## src/rtl/dmem_arbiter.sv

```systemverilog
// Data-memory arbiter: shares one single-port data memory between the MEM stage (port P)
// and a DMA/debug port (port D). P wins by default; D wins once it has lost STARVE_MAX
// consecutive arbitration cycles. Also steers RV32I sub-word stores onto byte lanes,
// extracts/extends sub-word loads and rejects misaligned P accesses.
module dmem_arbiter #(
    parameter int unsigned DM_ADDRESS = 9,
    parameter int unsigned DATA_W     = 32,
    parameter int unsigned STARVE_MAX = 4
) (
    input  logic                  clk,
    input  logic                  rst_n,
    // MEM-stage port
    input  logic                  p_req,
    input  logic                  p_we,
    input  logic [DM_ADDRESS-1:0] p_addr,
    input  logic [DATA_W-1:0]     p_wdata,
    input  logic [2:0]            p_funct3,
    output logic                  p_gnt,
    output logic                  p_rvalid,
    output logic [DATA_W-1:0]     p_rdata,
    output logic                  p_err,
    // DMA/debug port
    input  logic                  d_req,
    input  logic                  d_we,
    input  logic [DM_ADDRESS-1:0] d_addr,
    input  logic [DATA_W-1:0]     d_wdata,
    input  logic [3:0]            d_be,
    output logic                  d_gnt,
    output logic                  d_rvalid,
    output logic [DATA_W-1:0]     d_rdata,
    // memory side
    output logic [DM_ADDRESS-1:0] m_addr,
    output logic [DATA_W-1:0]     m_wdata,
    output logic [3:0]            m_wr,
    output logic                  m_rd,
    input  logic [DATA_W-1:0]     m_rdata
);

    localparam logic [3:0] StarveMax = 4'(STARVE_MAX);

    typedef enum logic {StIdle, StRdWait} state_e;

    state_e      state_q;
    logic [3:0]  starve_q;
    logic        owner_d_q;   // 1: pending read belongs to port D
    logic [1:0]  off_q;
    logic [2:0]  funct3_q;

    logic        p_is_byte;
    logic        p_is_half;
    logic        p_misal;
    logic [DATA_W-1:0] p_st_data;
    logic [3:0]  p_st_be;
    logic        p_win;
    logic        d_win;
    logic [DATA_W-1:0] ld_shift;
    logic [DATA_W-1:0] ld_ext;

    // Word offset of D accesses is ignored by design.
    logic unused_d_off;
    assign unused_d_off = ^d_addr[1:0];

    // Decode P access size, alignment and store lane steering.
    always_comb begin
        p_is_byte = 1'b0;
        p_is_half = 1'b0;
        if (p_we) begin
            case (p_funct3)
                3'b000:  p_is_byte = 1'b1;
                3'b001:  p_is_half = 1'b1;
                default: ;
            endcase
        end else begin
            case (p_funct3)
                3'b000, 3'b100: p_is_byte = 1'b1;
                3'b001, 3'b101: p_is_half = 1'b1;
                default:        ;
            endcase
        end

        if (p_is_half) begin
            p_misal = p_addr[0];
        end else if (p_is_byte) begin
            p_misal = 1'b0;
        end else begin
            p_misal = (p_addr[1:0] != 2'b00);
        end

        if (p_is_byte) begin
            p_st_data = {4{p_wdata[7:0]}};
            p_st_be   = 4'b0001 << p_addr[1:0];
        end else if (p_is_half) begin
            p_st_data = {2{p_wdata[15:0]}};
            p_st_be   = p_addr[1] ? 4'b1100 : 4'b0011;
        end else begin
            p_st_data = p_wdata;
            p_st_be   = 4'b1111;
        end
    end

    // Arbitrate in IDLE and drive the memory from the winner.
    always_comb begin
        p_win   = 1'b0;
        d_win   = 1'b0;
        p_err   = 1'b0;
        m_addr  = '0;
        m_wdata = '0;
        m_wr    = 4'b0000;
        m_rd    = 1'b0;

        if (rst_n && state_q == StIdle) begin
            if (d_req && (!p_req || starve_q == StarveMax)) begin
                d_win = 1'b1;
            end else if (p_req) begin
                p_win = 1'b1;
            end
        end

        if (d_win) begin
            m_addr  = {d_addr[DM_ADDRESS-1:2], 2'b00};
            m_wdata = d_wdata;
            m_wr    = d_we ? d_be : 4'b0000;
            m_rd    = !d_we;
        end else if (p_win) begin
            p_err  = p_misal;
            m_addr = {p_addr[DM_ADDRESS-1:2], 2'b00};
            if (!p_misal) begin
                if (p_we) begin
                    m_wdata = p_st_data;
                    m_wr    = p_st_be;
                end else begin
                    m_rd = 1'b1;
                end
            end
        end

        p_gnt = p_win;
        d_gnt = d_win;
    end

    // Extract and extend the P load from the returned word.
    always_comb begin
        ld_shift = m_rdata >> {off_q, 3'b000};
        case (funct3_q)
            3'b000:  ld_ext = {{24{ld_shift[7]}}, ld_shift[7:0]};
            3'b001:  ld_ext = {{16{ld_shift[15]}}, ld_shift[15:0]};
            3'b100:  ld_ext = {24'h000000, ld_shift[7:0]};
            3'b101:  ld_ext = {16'h0000, ld_shift[15:0]};
            default: ld_ext = ld_shift;
        endcase

        p_rvalid = rst_n && state_q == StRdWait && !owner_d_q;
        d_rvalid = rst_n && state_q == StRdWait && owner_d_q;
        p_rdata  = p_rvalid ? ld_ext : '0;
        d_rdata  = d_rvalid ? m_rdata : '0;
    end

    // FSM, starvation counter and pending-read context.
    always_ff @(posedge clk) begin
        if (!rst_n) begin
            state_q   <= StIdle;
            starve_q  <= 4'd0;
            owner_d_q <= 1'b0;
            off_q     <= 2'b00;
            funct3_q  <= 3'b000;
        end else begin
            case (state_q)
                StIdle: begin
                    if (d_req && !d_win) begin
                        if (starve_q != StarveMax) begin
                            starve_q <= starve_q + 4'd1;
                        end
                    end else begin
                        starve_q <= 4'd0;
                    end

                    if (d_win && !d_we) begin
                        state_q   <= StRdWait;
                        owner_d_q <= 1'b1;
                    end else if (p_win && !p_we && !p_misal) begin
                        state_q   <= StRdWait;
                        owner_d_q <= 1'b0;
                        off_q     <= p_addr[1:0];
                        funct3_q  <= p_funct3;
                    end
                end
                StRdWait: state_q <= StIdle;
                default:  state_q <= StIdle;
            endcase
        end
    end

endmodule

```

## config.mk

```make
export PLATFORM = sky130hd
export DESIGN_NAME = dmem_arbiter
export DESIGN_NICKNAME = d
export VERILOG_FILES = /design/src/rtl/dmem_arbiter.sv
export SDC_FILE = /design/constraint.sdc
export NUM_CORES = 1
export LEC_CHECK = 0
export ABC_AREA = 1
export CAP_MARGIN = 0
export CORE_MARGIN = 1
export CORE_UTILIZATION = 29
export CTS_CLUSTER_DIAMETER = 30
export DETAILED_ROUTE_END_ITERATION = 8
export PLACE_DENSITY = 0.85
export SYNTH_ARGS = -nofsm -noshare
export SYNTH_HDL_FRONTEND = slang
export SYNTH_SLANG_ARGS = --single-unit
export TNS_END_PERCENT = 100
```

## constraint.sdc

```tcl
create_clock -name clk -period 1.76 [get_ports clk]
set_clock_uncertainty 0.15 [all_clocks]
set_input_delay 0.176 -clock clk [delete_from_list [all_inputs] [get_ports clk]]
set_output_delay 0.176 -clock clk [all_outputs]
set_load 0.005 [all_outputs]
```

==> metrics.csv, run 1 <==
metric;value;unit
pin count of the biggest net entering global routing;24;
share of post-route cells with drive strength above 1;0.499;
row count;34;
instance count of the mapped netlist;512;
slowest stage delay, CP;0.33;ns
deepest clock path buffer count;2;
Critical-path top delay cell;dfxtp_2;
Max Fclk;442;MHz
Overflow after GRT;0;
HPWL Detailed;10800;um
fin worst setup slack;-0.502;ns
Setup CP Type;reg2out;
final slew viol count;0;
highest metal used;met4;
vias per inst;5.49;
wl on met1;6370;um
metal3 WL;1390;um
Vert. Die Dim;97.2;um
CTS tree;done;
CTS clk-pin slew, worst paths;0.06;ns
Final setup viols;83;
TNS Setup;-24.64;ns
nets@finish;998;
H-tree levels;1;
drt first pass iters;5;
IO buf count;237;
core area;8760;um2
Worst path most repeated cell;nand2_4;
Clock Latency Late Sink;0.24;ns
period utilization;1.28;
Yosys reg bits;11;
Die X;97.2;um
average size of a mapped cell;5.14;um2
status;finished with violations;
antenna violations before repair;0;
Antenna Cells;0;
WL/cell;18.8;um
# IOs;242;
Area Overhead vs Synth;155;%
number of global-route vias before repair;5190;
synth unique cells;34;
vias;5362;
Clock Sinks;11;
final hold violations;0;
failing checks;negative setup slack;
sequential area share after synthesis;0.0837;
HP Class;in2reg;
design area;6700;um2
Synth area leader;nand2_1;
Fin Hold WS;0.346;ns
DRC viols;0;
DIE AREA;9450;um2
CTS Buf Count;3;
first-pass GRT wire length;24800;um
Detailed Route WL;18300;um
gpl congestion;0.993;
critical path arrival;1.94;ns
Req. time, crit path;1.43;ns
DP Area;5630;um2
Detail Route met2 WL;9300;um
synthesized cell area;2630;um2
DRT antenna net count;0;
Max-Cap Viols;0;
Initial Util;0.300;
yosys warns;0;
leakage;3.52;nW
Worst setup SP type;flip-flop;
Period minus WS final;2.26;ns
Synth top area share;0.230;
initial DRC count;359;
Power Dens Cells;262;nW/um2
Critical Path, Cell by Cell;inv_2, ha_4, nand3_4, nand2_4, a21oi_4, nand2_4, nor2_8, buf_12, inv_8, buf_6, o21ai_4, buf_2;
Tot GR Track Use;0.315;
Root Driver;clkbuf_8;
Worst setup EP type;output pin;
CTS Hold Buffers Added;0;
RSZ-0062 raised after global routing;yes;
most area-consuming cells after synthesis;nand2_1 23%, o21ai_0 11%, nor2_1 9.8%;
Peak VDD IR;0.312;mV
Worst Path Max Fanout;7;
[where the power goes]
group / total [mW] / switching [mW] / internal, mW / leakage [nW]
clock network: 0.262 / 0.106 / 0.156 / 0.0255
logic: 1.23 / 0.577 / 0.649 / 3.40
registers: 0.267 / 0.0104 / 0.256 / 0.0926
[cell usage in the layout (no fill, tap or decap), drive strengths merged]
| cell | Yosys | layout |
|---|---|---|
| dlygate4sd2 | 0 | 8 |
| o211ai | 7 | 7 |
| clkbuf | 14 | 19 |
| o22ai | 1 | 1 |
| xor2 | 1 | 1 |
| a22o | 7 | 7 |
| buf | 16 | 239 |
| nor2 | 75 | 75 |
| a31oi | 7 | 7 |
| nand3 | 9 | 9 |
| o21ai | 80 | 80 |
| nand2 | 167 | 167 |
| inv | 70 | 71 |
| dfxtp | 11 | 11 |
| nand4 | 12 | 12 |
| clkinv | 1 | 2 |
| a21boi | 1 | 1 |
| conb | 1 | 2 |
| clkdlybuf4s50 | 0 | 117 |
| ha | 2 | 2 |
| or2 | 2 | 2 |
| a21oi | 28 | 28 |
[flip-flops by register name, summed over array words and instances, names as in the netlist]
name       count
starve_q       4
funct3_q       3
off_q          2
owner_d_q      1
state_q        1
[worst max-delay path, delay by kind of cell (launching register included)]
kind                     cells  cell delay [ns]
AO/OA/AOI/OAI                2             0.33
flip-flops                   1             0.33
buffers and inverters        5             0.49
AND/OR/NAND/NOR              4             0.38
adder cells (fa/ha/maj)      1             0.16
[synth_stat cells]
master      n
inv_2       3
nand3_4     1
nand4_1    12
clkinv_1    1
conb_1      1
nor2_8      1
or2_1       2
nand3_1     7
o21ai_2    21
inv_1      65
nor2_2      4
o21ai_0    58
o22ai_1     1
nand2_4     4
nand2_1   161
a31oi_1     7
o211ai_1    7
nand2_2     2
nor2_1     69
nor2_4      1
a21oi_4     1
dfxtp_1    11
buf_6       5
buf_4       3
clkbuf_1   14
a21boi_0    1
o21ai_1     1
inv_4       2
ha_1        2
buf_2       8
a21oi_1    27
nand3_2     1
a22o_1      7
xor2_1      1
[routing by layer]
layer | up-vias | global-route usage
met5 | - | 0
met4 | 0 | 0.147
met3 | 124 | 0.0432
met2 | 375 | 0.586
met1 | 2515 | 0.352
li1 | 2348 | -
[cells by family (layout without fill, tap and decap cells)]
logic type / count (synthesis) / in the layout / share of synthesized area
AND/OR/NAND/NOR: 265 / 265 / 0.429
AO/OA/AOI/OAI: 131 / 131 / 0.305
buffers and inverters: 101 / 456 / 0.168
flip-flops: 11 / 11 / 0.0837
adder cells (fa/ha/maj): 2 / 2 / 0.00951
other: 1 / 2 / 0.00143
XOR/XNOR: 1 / 1 / 0.00333
[area by class of cell]
| class | instances | area (um2) |
|---|---|---|
| clock buffer | 3 | 41.3 |
| clock inverter | 1 | 5.00 |
| multi-input combinational | 401 | 2620 |
| fill | 571 | 2060 |
| timing repair buffer | 380 | 3360 |
| sequential | 11 | 233 |
| inverter | 71 | 299 |
| timing repair inverter | 1 | 11.3 |
| tap | 108 | 135 |
[path summary, 6_finish.rpt]
check	slack, ns	depth (start not counted)	from	end
worst max-delay path	-0.50	12	starve_q[0]	m_wdata[21]
worst min-delay path	0.35	4	rst_n	funct3_q[0]
worst max register to register	-0.05	12	starve_q[0]	off_q[0]
worst min register to register	0.35	2	funct3_q[0]	funct3_q[0]
[per-stage QoR]
| stage | setup WS, ns | std cells | total power, mW | util |
|---|---|---|---|---|
| floorplan | -0.0729 | 513 | 0.605 | - |
| finish | -0.502 | 976 | 1.75 | 0.765 |
| global placement | -0.690 | 908 | 1.19 | 0.642 |
| detailed placement | -0.765 | 908 | 1.22 | 0.642 |
| CTS | -0.430 | 965 | 1.59 | 0.709 |
| global route | -0.527 | 976 | 1.84 | 0.765 |
[what timing repair did]
action / 4_1_cts / 5_1_grt
endpoints found under the hold margin: 0 / 0
buffers inserted: 48 / 20
setup endpoints to repair: 113 / 109
pin swaps: 43 / 51
gates cloned: 5 / 4
gates resized for setup: 579 / 166
No activity file was read; power rests on OpenSTA's default activity.
==> inputs of run 2 (changes only) <==
CTS_CLUSTER_SIZE = 24   (was unset)
PLACE_DENSITY = unset   (was 0.85)
PLACE_DENSITY_LB_ADDON = 0.05   (was unset)
SETUP_SLACK_MARGIN = 0.2   (was unset)
==> metrics.csv, run 2 (synthesized netlist as in run 1, its figures left out) <==
metric;value;unit;change
fin worst setup slack;-0.522;ns;was -0.502 ns
DP Area;5750;um2;was 5630 um2
Fin Hold WS;0.355;ns;was 0.346 ns
number of global-route vias before repair;5005;;was 5,190
share of post-route cells with drive strength above 1;0.542;;was 0.499
multi-input logic area;2830;um2;was 2620 um2
# IOs;242;;unchanged
period utilization;1.30;;was 1.28
total power;1.85;mW;was 1.75 mW
wl on met1;6860;um;was 6370 um
Critical-path top delay cell;dfxtp_4;;was dfxtp_2
Worst path most repeated cell;buf_6;;was nand2_4
CTS tree;done;;unchanged
first-pass GRT wire length;24900;um;was 24,800 um
max FFs per register;4;;unchanged
critical path depth;11;;was 12
gpl congestion;0.864;;was 0.993
RSZ-0062 raised after global routing;yes;;unchanged
Cell Count, Final, Fillers Out;1002;;was 976
delay-heaviest family, CP;buffers and inverters;;unchanged
IO buf count;237;;unchanged
worst r2r path cells;15;;was 12
Period minus WS final;2.28;ns;was 2.26 ns
Root Driver;clkbuf_8;;unchanged
highest metal used;met4;;unchanged
deepest clock path buffer count;2;;unchanged
initial DRC count;265;;was 359
Top reg by flops;starve_q;;unchanged
Clock Latency Late Sink;0.24;ns;about the same
Area Overhead vs Synth;180;%;was 155%
pin count of the biggest net entering global routing;25;;was 24
worst path bufs/invs;5;;unchanged
nets@finish;1023;;was 998
slowest stage delay, CP;0.41;ns;was 0.33 ns
vias;5414;;was 5,362
leakage;3.75;nW;was 3.52 nW
final hold violations;0;;unchanged
row count;34;;unchanged
worst hold path depth;4;;unchanged
fillers;517;;was 571
Die X;97.2;um;unchanged
pre-CTS setup slack;-0.798;ns;was -0.765 ns
failing checks;negative setup slack;;unchanged
DRT antenna net count;0;;unchanged
HPWL Detailed;10800;um;about the same
Power Dens Cells;251;nW/um2;was 262 nW/um2
HP Class;in2reg;;unchanged
drt first pass iters;5;;unchanged
placed cells;906;;was 908
Peak VDD IR;0.211;mV;was 0.312 mV
TNS Setup;-29.39;ns;was -24.64 ns
WL/cell;19.8;um;was 18.8 um
Req. time, crit path;1.43;ns;about the same
Detail Route met2 WL;9830;um;was 9300 um
H-tree levels;1;;unchanged
CTS clk-pin slew, worst paths;0.06;ns;about the same
vias per inst;5.40;;was 5.49
Initial Util;0.300;;unchanged
most frequent cells in the layout;122 x nand2_1, 117 x clkdlybuf4s50_1, 98 x buf_2;;was 122 x nand2_1, 117 x clkdlybuf4s50_1, 90 x buf_2
Worst setup SP type;flip-flop;;unchanged
Max-Cap Viols;0;;unchanged
Max Fclk;438;MHz;was 442 MHz
final slew viol count;0;;unchanged
Overflow after GRT;0;;unchanged
Detailed Route WL;19900;um;was 18,300 um
biggest regs;starve_q x4, funct3_q x3, off_q x2;;unchanged
CTS Buf Count;3;;unchanged
core area;8760;um2;unchanged
Worst Path Max Fanout;6;;was 7
DRC viols;0;;unchanged
antenna violations before repair;1;;was 0
Clock Sinks;11;;unchanged
critical path arrival;1.96;ns;was 1.94 ns
Worst setup EP type;output pin;;unchanged
Setup CP Type;reg2out;;unchanged
post-layout util;0.841;;was 0.765
Final setup viols;100;;was 83
register area;234;um2;was 233 um2
commonest non-fill, non-tap cell in the layout;nand2_1;;unchanged
Critical Path, Cell by Cell;buf_6, o21ai_2, o22ai_2, nand2_2, nand3_4, nand2_8, buf_12, buf_6, buf_6, nor2_4, buf_2;;was inv_2, ha_4, nand3_4, nand2_4, a21oi_4, nand2_4, nor2_8, buf_12, inv_8, buf_6, o21ai_4, buf_2
metal3 WL;1770;um;was 1390 um
DIE AREA;9450;um2;unchanged
Vert. Die Dim;97.2;um;unchanged
status;finished with violations;;unchanged
design area;7370;um2;was 6700 um2
Tot GR Track Use;0.323;;was 0.315
## run 2: path summary, 6_finish.rpt
path         slack (ns)     endpoint         from
min                0.36    owner_d_q        rst_n
max               -0.52  p_rdata[26]     off_q[0]
max reg2reg       -0.40     off_q[1]  starve_q[0]
min reg2reg        0.42  funct3_q[0]  funct3_q[0]
## run 2: worst register-to-register path, cell delays in order, from the launching register on
cell     delay (ns)
dfxtp_2        0.33
inv_2          0.05
ha_4           0.16
nand3_4        0.07
nand2_4        0.06
a21oi_4        0.19
nand2_4        0.10
buf_6          0.13
buf_6          0.12
nor2_4         0.10
buf_6          0.11
buf_6          0.08
buf_6          0.09
buf_12         0.14
nor2_4         0.04
nor2_1         0.16
## run 2: power by group
group          internal [mW]  switching [mW]
sequential             0.256          0.0119
clock                  0.160           0.105
combinational          0.704           0.616
## run 2: area by class of cell
type                       count  area share
multi-input combinational    401       0.384
tap                          108      0.0183
antenna                        1    0.000340
sequential                    11      0.0317
timing repair buffer         404       0.514
inverter                      71      0.0423
timing repair inverter         2     0.00306
clock buffer                   4     0.00611
## run 2: per-layer routing
| layer | vias to the layer above | track usage |
|---|---|---|
| met4 | 0 | 0.112 |
| li1 | 2415 | - |
| met5 | - | 0 |
| met2 | 368 | 0.601 |
| met3 | 117 | 0.0583 |
| met1 | 2514 | 0.366 |
## run 2: repair_timing
item                       CTS  global route
pin swaps                   40            50
buffers inserted            58            20
setup endpoints to repair  123           124
gates resized for setup    670           148
hold endpoints to repair     0             0
hold buffers                 0             0
gates cloned                 8             5
